===== src/rtl/cpu_pkg.sv =====
// Shared definitions for the CHARIS-subset multicycle control path:
// opcodes, ALU and immediate-extension codes, FSM state and instruction classes.
package cpu_pkg;

    localparam int ALU_W = 4;
    localparam int IMM_W = 2;

    localparam logic [5:0] OP_RTYPE = 6'b100000;
    localparam logic [5:0] OP_LI    = 6'b111000;
    localparam logic [5:0] OP_LUI   = 6'b111001;
    localparam logic [5:0] OP_ADDI  = 6'b110000;
    localparam logic [5:0] OP_ANDI  = 6'b110010;
    localparam logic [5:0] OP_ORI   = 6'b110011;
    localparam logic [5:0] OP_B     = 6'b111111;
    localparam logic [5:0] OP_BEQ   = 6'b000000;
    localparam logic [5:0] OP_BNE   = 6'b000001;
    localparam logic [5:0] OP_LB    = 6'b000011;
    localparam logic [5:0] OP_LW    = 6'b001111;
    localparam logic [5:0] OP_SB    = 6'b000111;
    localparam logic [5:0] OP_SW    = 6'b011111;

    localparam logic [ALU_W-1:0] ALU_ADD = 4'b0000;
    localparam logic [ALU_W-1:0] ALU_SUB = 4'b0001;
    localparam logic [ALU_W-1:0] ALU_AND = 4'b0010;
    localparam logic [ALU_W-1:0] ALU_OR  = 4'b0011;
    localparam logic [ALU_W-1:0] ALU_NOT = 4'b0100;
    localparam logic [ALU_W-1:0] ALU_SRA = 4'b1000;
    localparam logic [ALU_W-1:0] ALU_SRL = 4'b1001;
    localparam logic [ALU_W-1:0] ALU_SLL = 4'b1010;
    localparam logic [ALU_W-1:0] ALU_ROL = 4'b1100;
    localparam logic [ALU_W-1:0] ALU_ROR = 4'b1101;

    localparam logic [IMM_W-1:0] IMM_SIGN     = 2'b00;
    localparam logic [IMM_W-1:0] IMM_ZERO     = 2'b01;
    localparam logic [IMM_W-1:0] IMM_HI16     = 2'b10;
    localparam logic [IMM_W-1:0] IMM_SIGN_SH2 = 2'b11;

    typedef enum logic [9:0] {
        S_FETCH    = 10'b0000000001,
        S_DECODE   = 10'b0000000010,
        S_EXEC_R   = 10'b0000000100,
        S_EXEC_I   = 10'b0000001000,
        S_WB_ALU   = 10'b0000010000,
        S_MEM_ADDR = 10'b0000100000,
        S_MEM_RD   = 10'b0001000000,
        S_WB_MEM   = 10'b0010000000,
        S_MEM_WR   = 10'b0100000000,
        S_BRANCH   = 10'b1000000000
    } state_t;

    typedef enum logic [2:0] {
        CLS_RTYPE,
        CLS_ITYPE,
        CLS_LOAD,
        CLS_STORE,
        CLS_BRANCH,
        CLS_ILLEGAL
    } instr_class_t;

    typedef enum logic [1:0] {
        BR_ALWAYS,
        BR_EQ,
        BR_NE
    } br_kind_t;

endpackage


===== src/rtl/ctrl_opdecode.sv =====
// Combinational opcode lookup: instruction class, I-type ALU function,
// immediate-extension mode, byte-access flag and branch condition kind.
module ctrl_opdecode
    import cpu_pkg::*;
(
    input  logic [5:0]       i_opcode,
    output instr_class_t     o_class,
    output logic [ALU_W-1:0] o_aluFunc,
    output logic [IMM_W-1:0] o_immMode,
    output logic             o_byteOp,
    output br_kind_t         o_brKind
);

    always_comb begin
        o_class   = CLS_ILLEGAL;
        o_aluFunc = ALU_ADD;
        o_immMode = IMM_SIGN;
        o_byteOp  = 1'b0;
        o_brKind  = BR_ALWAYS;
        case (i_opcode)
            OP_RTYPE: o_class = CLS_RTYPE;
            OP_LI:    o_class = CLS_ITYPE;
            OP_LUI: begin
                o_class   = CLS_ITYPE;
                o_immMode = IMM_HI16;
            end
            OP_ADDI:  o_class = CLS_ITYPE;
            OP_ANDI: begin
                o_class   = CLS_ITYPE;
                o_aluFunc = ALU_AND;
                o_immMode = IMM_ZERO;
            end
            OP_ORI: begin
                o_class   = CLS_ITYPE;
                o_aluFunc = ALU_OR;
                o_immMode = IMM_ZERO;
            end
            OP_B: begin
                o_class   = CLS_BRANCH;
                o_immMode = IMM_SIGN_SH2;
            end
            OP_BEQ: begin
                o_class   = CLS_BRANCH;
                o_immMode = IMM_SIGN_SH2;
                o_brKind  = BR_EQ;
            end
            OP_BNE: begin
                o_class   = CLS_BRANCH;
                o_immMode = IMM_SIGN_SH2;
                o_brKind  = BR_NE;
            end
            OP_LB: begin
                o_class  = CLS_LOAD;
                o_byteOp = 1'b1;
            end
            OP_LW:    o_class = CLS_LOAD;
            OP_SB: begin
                o_class  = CLS_STORE;
                o_byteOp = 1'b1;
            end
            OP_SW:    o_class = CLS_STORE;
            default:  o_class = CLS_ILLEGAL;
        endcase
    end

endmodule


===== src/rtl/multicycle_control.sv =====
// Multicycle control FSM: steps each instruction through fetch, decode,
// execute/memory and write-back, driving every datapath strobe.
module multicycle_control
    import cpu_pkg::*;
#(
    parameter int ALU_FUNC_W = 4,
    parameter int IMM_MODE_W = 2
) (
    input  logic                  Clk,
    input  logic                  Reset_n,
    input  logic [31:0]           Instr,
    input  logic                  ALU_zero,
    output logic                  PC_LdEn,
    output logic                  PC_sel,
    output logic                  IR_LdEn,
    output logic                  RF_WrEn,
    output logic                  RF_WrData_sel,
    output logic                  RF_B_sel,
    output logic [IMM_MODE_W-1:0] ImmExt_sel,
    output logic                  ALU_Bin_sel,
    output logic [ALU_FUNC_W-1:0] ALU_func,
    output logic                  MEM_WrEn,
    output logic                  ByteOp,
    output logic                  Illegal
);

    state_t           r_state;
    state_t           w_nextState;
    logic [5:0]       r_opcode;
    logic [3:0]       r_func;
    logic [5:0]       w_opcode;
    instr_class_t     w_class;
    logic [ALU_W-1:0] w_decAluFunc;
    logic [IMM_W-1:0] w_decImm;
    logic             w_decByte;
    br_kind_t         w_decBr;

    logic             w_pcLdEn;
    logic             w_pcSel;
    logic             w_irLdEn;
    logic             w_rfWrEn;
    logic             w_rfWdSel;
    logic             w_rfBSel;
    logic [IMM_W-1:0] w_immSel;
    logic             w_binSel;
    logic [ALU_W-1:0] w_aluFunc;
    logic             w_memWrEn;
    logic             w_byteOp;
    logic             w_illegal;
    logic             w_unusedInstr;

    assign w_unusedInstr = ^Instr[25:4];

    // IR was loaded at the end of FETCH, so during DECODE it is stable; later
    // states rely only on the copy captured in DECODE.
    assign w_opcode = (r_state == S_DECODE) ? Instr[31:26] : r_opcode;

    ctrl_opdecode u_opdecode (
        .i_opcode  (w_opcode),
        .o_class   (w_class),
        .o_aluFunc (w_decAluFunc),
        .o_immMode (w_decImm),
        .o_byteOp  (w_decByte),
        .o_brKind  (w_decBr)
    );

    always_ff @(posedge Clk or negedge Reset_n) begin
        if (!Reset_n) begin
            r_state  <= S_FETCH;
            r_opcode <= '0;
            r_func   <= '0;
        end else begin
            r_state <= w_nextState;
            if (r_state == S_DECODE) begin
                r_opcode <= Instr[31:26];
                r_func   <= Instr[3:0];
            end
        end
    end

    always_comb begin
        w_nextState = S_FETCH;
        w_pcLdEn    = 1'b0;
        w_pcSel     = 1'b0;
        w_irLdEn    = 1'b0;
        w_rfWrEn    = 1'b0;
        w_rfWdSel   = 1'b0;
        w_rfBSel    = 1'b0;
        w_immSel    = IMM_SIGN;
        w_binSel    = 1'b0;
        w_aluFunc   = ALU_ADD;
        w_memWrEn   = 1'b0;
        w_byteOp    = 1'b0;
        w_illegal   = 1'b0;
        case (r_state)
            S_FETCH: begin
                w_irLdEn    = 1'b1;
                w_nextState = S_DECODE;
            end
            S_DECODE: begin
                w_rfBSel = (w_class != CLS_RTYPE);
                w_immSel = w_decImm;
                case (w_class)
                    CLS_RTYPE:           w_nextState = S_EXEC_R;
                    CLS_ITYPE:           w_nextState = S_EXEC_I;
                    CLS_LOAD, CLS_STORE: w_nextState = S_MEM_ADDR;
                    CLS_BRANCH:          w_nextState = S_BRANCH;
                    default: begin
                        w_illegal   = 1'b1;
                        w_pcLdEn    = 1'b1;
                        w_nextState = S_FETCH;
                    end
                endcase
            end
            S_EXEC_R: begin
                w_aluFunc   = r_func;
                w_nextState = S_WB_ALU;
            end
            S_EXEC_I: begin
                w_binSel    = 1'b1;
                w_aluFunc   = w_decAluFunc;
                w_immSel    = w_decImm;
                w_nextState = S_WB_ALU;
            end
            S_WB_ALU: begin
                w_rfWrEn = 1'b1;
                w_pcLdEn = 1'b1;
            end
            S_MEM_ADDR: begin
                w_binSel    = 1'b1;
                w_nextState = (w_class == CLS_LOAD) ? S_MEM_RD : S_MEM_WR;
            end
            S_MEM_RD: begin
                w_byteOp    = w_decByte;
                w_nextState = S_WB_MEM;
            end
            S_WB_MEM: begin
                w_rfWrEn  = 1'b1;
                w_rfWdSel = 1'b1;
                w_pcLdEn  = 1'b1;
            end
            S_MEM_WR: begin
                w_memWrEn = 1'b1;
                w_rfBSel  = 1'b1;
                w_byteOp  = w_decByte;
                w_pcLdEn  = 1'b1;
            end
            S_BRANCH: begin
                w_aluFunc = ALU_SUB;
                w_rfBSel  = 1'b1;
                w_immSel  = IMM_SIGN_SH2;
                w_pcLdEn  = 1'b1;
                case (w_decBr)
                    BR_ALWAYS: w_pcSel = 1'b1;
                    BR_EQ:     w_pcSel = ALU_zero;
                    BR_NE:     w_pcSel = ~ALU_zero;
                    default:   w_pcSel = 1'b0;
                endcase
            end
            default: w_nextState = S_FETCH;
        endcase
    end

    // Outputs are forced low while reset is held so an aborted write never leaks.
    assign PC_LdEn       = Reset_n & w_pcLdEn;
    assign PC_sel        = Reset_n & w_pcSel;
    assign IR_LdEn       = Reset_n & w_irLdEn;
    assign RF_WrEn       = Reset_n & w_rfWrEn;
    assign RF_WrData_sel = Reset_n & w_rfWdSel;
    assign RF_B_sel      = Reset_n & w_rfBSel;
    assign ImmExt_sel    = Reset_n ? IMM_MODE_W'(w_immSel) : '0;
    assign ALU_Bin_sel   = Reset_n & w_binSel;
    assign ALU_func      = Reset_n ? ALU_FUNC_W'(w_aluFunc) : '0;
    assign MEM_WrEn      = Reset_n & w_memWrEn;
    assign ByteOp        = Reset_n & w_byteOp;
    assign Illegal       = Reset_n & w_illegal;

endmodule


===== config.mk =====
export PLATFORM = sky130hd
export DESIGN_NAME = multicycle_control
export DESIGN_NICKNAME = d
export VERILOG_FILES = /design/src/rtl/cpu_pkg.sv /design/src/rtl/ctrl_opdecode.sv /design/src/rtl/multicycle_control.sv
export SDC_FILE = /design/constraint.sdc
export NUM_CORES = 1
export LEC_CHECK = 0
export ABC_AREA = 1
export ABC_CLOCK_PERIOD_IN_PS = 1700
export BUFFER_PORTS_ARGS = -buffer_cell sky130_fd_sc_hd__clkbuf_2
export CORE_ASPECT_RATIO = 0.7
export CORE_MARGIN = 8
export CORE_UTILIZATION = 35
export DETAILED_ROUTE_END_ITERATION = 16
export PLACE_DENSITY = 0.61
export SLEW_MARGIN = 20
export SYNTH_ARGS = -nofsm -noshare
export SYNTH_HDL_FRONTEND = slang
export SYNTH_SLANG_ARGS = --single-unit

===== constraint.sdc =====
create_clock -name Clk -period 1.7 [get_ports Clk]
set_input_delay 0.17 -clock Clk [delete_from_list [all_inputs] [get_ports Clk]]
set_output_delay 0.17 -clock Clk [all_outputs]
set_load 0.05 [all_outputs]

==> results.txt <==
----------------------------------------------------
[Yosys]
  Synth Instances ... 207
  Synth unique cells ... 30
  Area fraction of the dominant cell type after synthesis ... 31.7%
  Per-instance average area after synthesis ... 7.24 µm²
  Post-synthesis register bit count ... 20
  Cell taking the most area after synthesis ... sky130_fd_sc_hd__dfrtp_1
  Warnings, synthesis ... 0
  Sequential-to-total area share from yosys stat ... 33.5%
  Ys async rst share ... 100%
  Most area-consuming cells after synthesis ... sky130_fd_sc_hd__dfrtp_1, sky130_fd_sc_hd__nand2_1, sky130_fd_sc_hd__inv_1
  Number of nets produced by synthesis ... 242
  Cell Area, Synth ... 1500 µm²
  Leading register cell type out of synthesis ... sky130_fd_sc_hd__dfrtp_1
  Most frequent cells after synthesis ... sky130_fd_sc_hd__nand2_1, sky130_fd_sc_hd__inv_1, sky130_fd_sc_hd__nor2_1
  Number of enable flip-flop cells after synthesis ... 0
  Cell with the most instances after synthesis ... sky130_fd_sc_hd__nand2_1

[Finish]
  Final-stage net count ... 380
  Fraction of layout cells with a size suffix above 1 ... 75.0%
  Antenna diodes ... 0
  Count of fill cells added during filler insertion ... 224
  Area growth syn-to-layout ... 131%
  Post-Layout Inst Area ... 3460 µm²

[Critical path]
  Category of the most critical setup path ... reg2out
  Worst Path Max Fanout ... 6
  Startpoint types ... flip-flop
  WP data required ... 1.53 ns
  Critical path capture point type ... primary output
  Arrival time at the worst endpoint ... 2.48 ns

[Floorplanning]
  Horizontal extent of the die ... 94.2 µm
  Die height ... 70.7 µm
  Starting density of the core ... 35.4%
  IO Count ... 51
  Die outline area ... 6660 µm²
  Number of rows created at floorplan ... 20
  Core footprint ... 4230 µm²

[CTS]
  Clock transition at the register clock pins on the worst setup and hold paths after CTS ... 0.06 ns
  TritonCTS clock tree ... yes
  Max Root-Sink Buffers ... 2
  Clk_lat worst skew ... 0.27 ns
  Number of clock sinks ... 20
  H-Tree Level Count ... 1
  Total CTS buffers ... 3
  Cell chosen for the clock root ... sky130_fd_sc_hd__clkbuf_8

[Route]
  Wire length per cell ... 17.5 µm
  Detail-routed via count per cell ... 4.99
  Drt first-iter violations ... 108
  # DRC ... 0
  Routed wire length ... 6990 µm
  Via total after detailed routing ... 1,990
  Routed length on met1 ... 3050 µm
  DR pass1 iterations ... 4
  Detailed route wirelength on metal3 ... 439 µm
  Post-detailed-route count of antenna-violating nets ... 0
  Top Metal Used ... met4
  Met2 wire length ... 3340 µm

[Timing]
  Slew Limit Headroom ... 38.0%
  Final clock skew ... 0.0141 ns
  Final cycle utilization of the critical path ... 156%
  Final-report max-slew violation count ... 0
  Hold violation count in the final report ... 0
  Slew at the pin closest to its max-slew limit ... 0.927 ns
  Count of final setup violators ... 23
  RSZ-0062 raised after global routing ... true
  Achievable clock frequency ... 378 MHz
  Final setup slack of the worst path ... -0.948 ns
  Minimum clock period after layout ... 2.65 ns
  Setup TNS ... -12.61 ns

[Global route]
  GRT Resource Usage Total ... 20.2%
  Antenna violations before repair ... 0
  Maximum number of pins on one net before global-route repair ... 20
  Remaining Overflow, GRT ... 0
  Vias in the first global route ... 2,133
  Wire length of the first global-routing pass ... 10,700 µm

[Run status]
  Violations in the final reports ... setup timing
  Status ... complete, but fails checks

[Min path]
  Hold WC Path Type ... in2async

[Place]
  Detail Placement HPWL ... 3730 µm
  Post-DP Area ... 2570 µm²
  Port buffer count ... 28
  Routability cong. ... 0.855

[Flow run]
  Maxcap violations ... 0

[Pwr]
  Leakage component of the power ... 1.59 nW
  Largest vdd supply drop ... 0.00125 V
  Power density over the cells ... 1630 nW/µm²

----------------------------------------------------
## stage by stage
stage	instances	hold slack (ns)	setup slack, ns	util, %	total power, W
floorplan	207	-0.126	-0.312	-	0.00234
global placement	353	0.195	-0.626	60.8	0.00343
detailed placement	353	0.199	-0.716	60.8	0.00346
CTS	399	0.0545	-0.803	78.9	0.00510
global route	399	0.0612	-1.01	81.9	0.00595
finish	399	0.0591	-0.948	81.9	0.00566
## cells by family after synthesis
group / after synthesis / share of synthesized area [%]
xor+xnor: 1 / 0.585
flops: 20 / 33.5
compound gates: 17 / 7.02
buf+inv: 39 / 11.2
simple gates: 130 / 47.7
## final timing paths
kind | start | to | slack, ns | depth (start not counted)
setup / recovery | r_state[4]$_DFF_PN0_ | PC_LdEn | -0.95 | 14
hold reg to reg | r_func[0]$_DFFE_PN0P_ | r_func[0]$_DFFE_PN0P_ | 0.49 | 2
setup reg to reg | r_state[4]$_DFF_PN0_ | r_state[9]$_DFF_PN0_ | -0.68 | 17
min in group Clk | Instr[0] | r_func[0]$_DFFE_PN0P_ | 0.09 | 3
hold / removal | Reset_n | r_state[0]$_DFF_PN1_ | 0.06 | 2
max in group asynchronous | Reset_n | r_state[3]$_DFF_PN0_ | 0.31 | 3
## state kept, by name, summed over array words and instances (netlist names)
name / cells
r_state: 10
r_func: 4
r_opcode: 6
## layout by cell type (no fill, tap or decap), types with 9 or more instances in the layout
cell type | Yosys | final
sky130_fd_sc_hd__buf_12 | 0 | 16
sky130_fd_sc_hd__buf_4 | 1 | 73
sky130_fd_sc_hd__buf_6 | 2 | 30
sky130_fd_sc_hd__clkbuf_2 | 0 | 12
sky130_fd_sc_hd__dfrtp_1 | 19 | 19
sky130_fd_sc_hd__inv_1 | 29 | 14
sky130_fd_sc_hd__inv_2 | 4 | 14
sky130_fd_sc_hd__nand2_1 | 39 | 19
sky130_fd_sc_hd__nand2_2 | 16 | 18
sky130_fd_sc_hd__nand2_4 | 4 | 21
sky130_fd_sc_hd__nand3_2 | 8 | 9
sky130_fd_sc_hd__nor2_4 | 4 | 18
## cell type report
cell class / count / area, µm² / share of cell area (%)
flip-flops and latches: 20 / 502 / 14.5
inverters: 35 / 156 / 4.51
clock buffers: 4 / 45.0 / 1.30
repair buffers: 136 / 1360 / 39.2
well taps: 55 / 68.8 / 1.99
multi-input cells: 149 / 1330 / 38.5
## report_power, final
part           internal (W)  switching, W
combinational       0.00216       0.00243
sequential         0.000639     0.0000991
clock              0.000167      0.000161
total               0.00297       0.00269
## timing repair
| item | 4_1_cts | 5_1_grt |
|---|---|---|
| resized for setup | 98 | 41 |
| buffers inserted | 46 | 19 |
| hold buffers | 1 | 0 |
| cloned | 2 | 0 |
| hold endpoints to repair | 19 | 0 |
| setup endpoints to repair | 23 | 27 |
| pin swaps | 45 | 43 |
## worst max-delay path: stages (launching register included)
cell                        delay [ns]
sky130_fd_sc_hd__dfrtp_1          0.39
sky130_fd_sc_hd__nor2_2           0.15
sky130_fd_sc_hd__nand2_2          0.11
sky130_fd_sc_hd__nor2_4           0.11
sky130_fd_sc_hd__buf_12           0.16
sky130_fd_sc_hd__nand3_1          0.15
sky130_fd_sc_hd__nand2_2          0.17
sky130_fd_sc_hd__nor2_2           0.08
sky130_fd_sc_hd__nand3b_1         0.16
sky130_fd_sc_hd__nand3_2          0.09
sky130_fd_sc_hd__nor2_2           0.12
sky130_fd_sc_hd__nand4_1          0.14
sky130_fd_sc_hd__buf_6            0.16
sky130_fd_sc_hd__nand2_4          0.06
sky130_fd_sc_hd__clkbuf_16        0.15
## routing by layer
| layer | GRT usage, % | up-vias |
|---|---|---|
| met5 | 0 | - |
| met4 | 5.95 | 0 |
| met3 | 4.65 | 20 |
| met2 | 33.5 | 81 |
| met1 | 25.3 | 958 |
| li1 | - | 931 |
(Power assumes the default switching activity.)
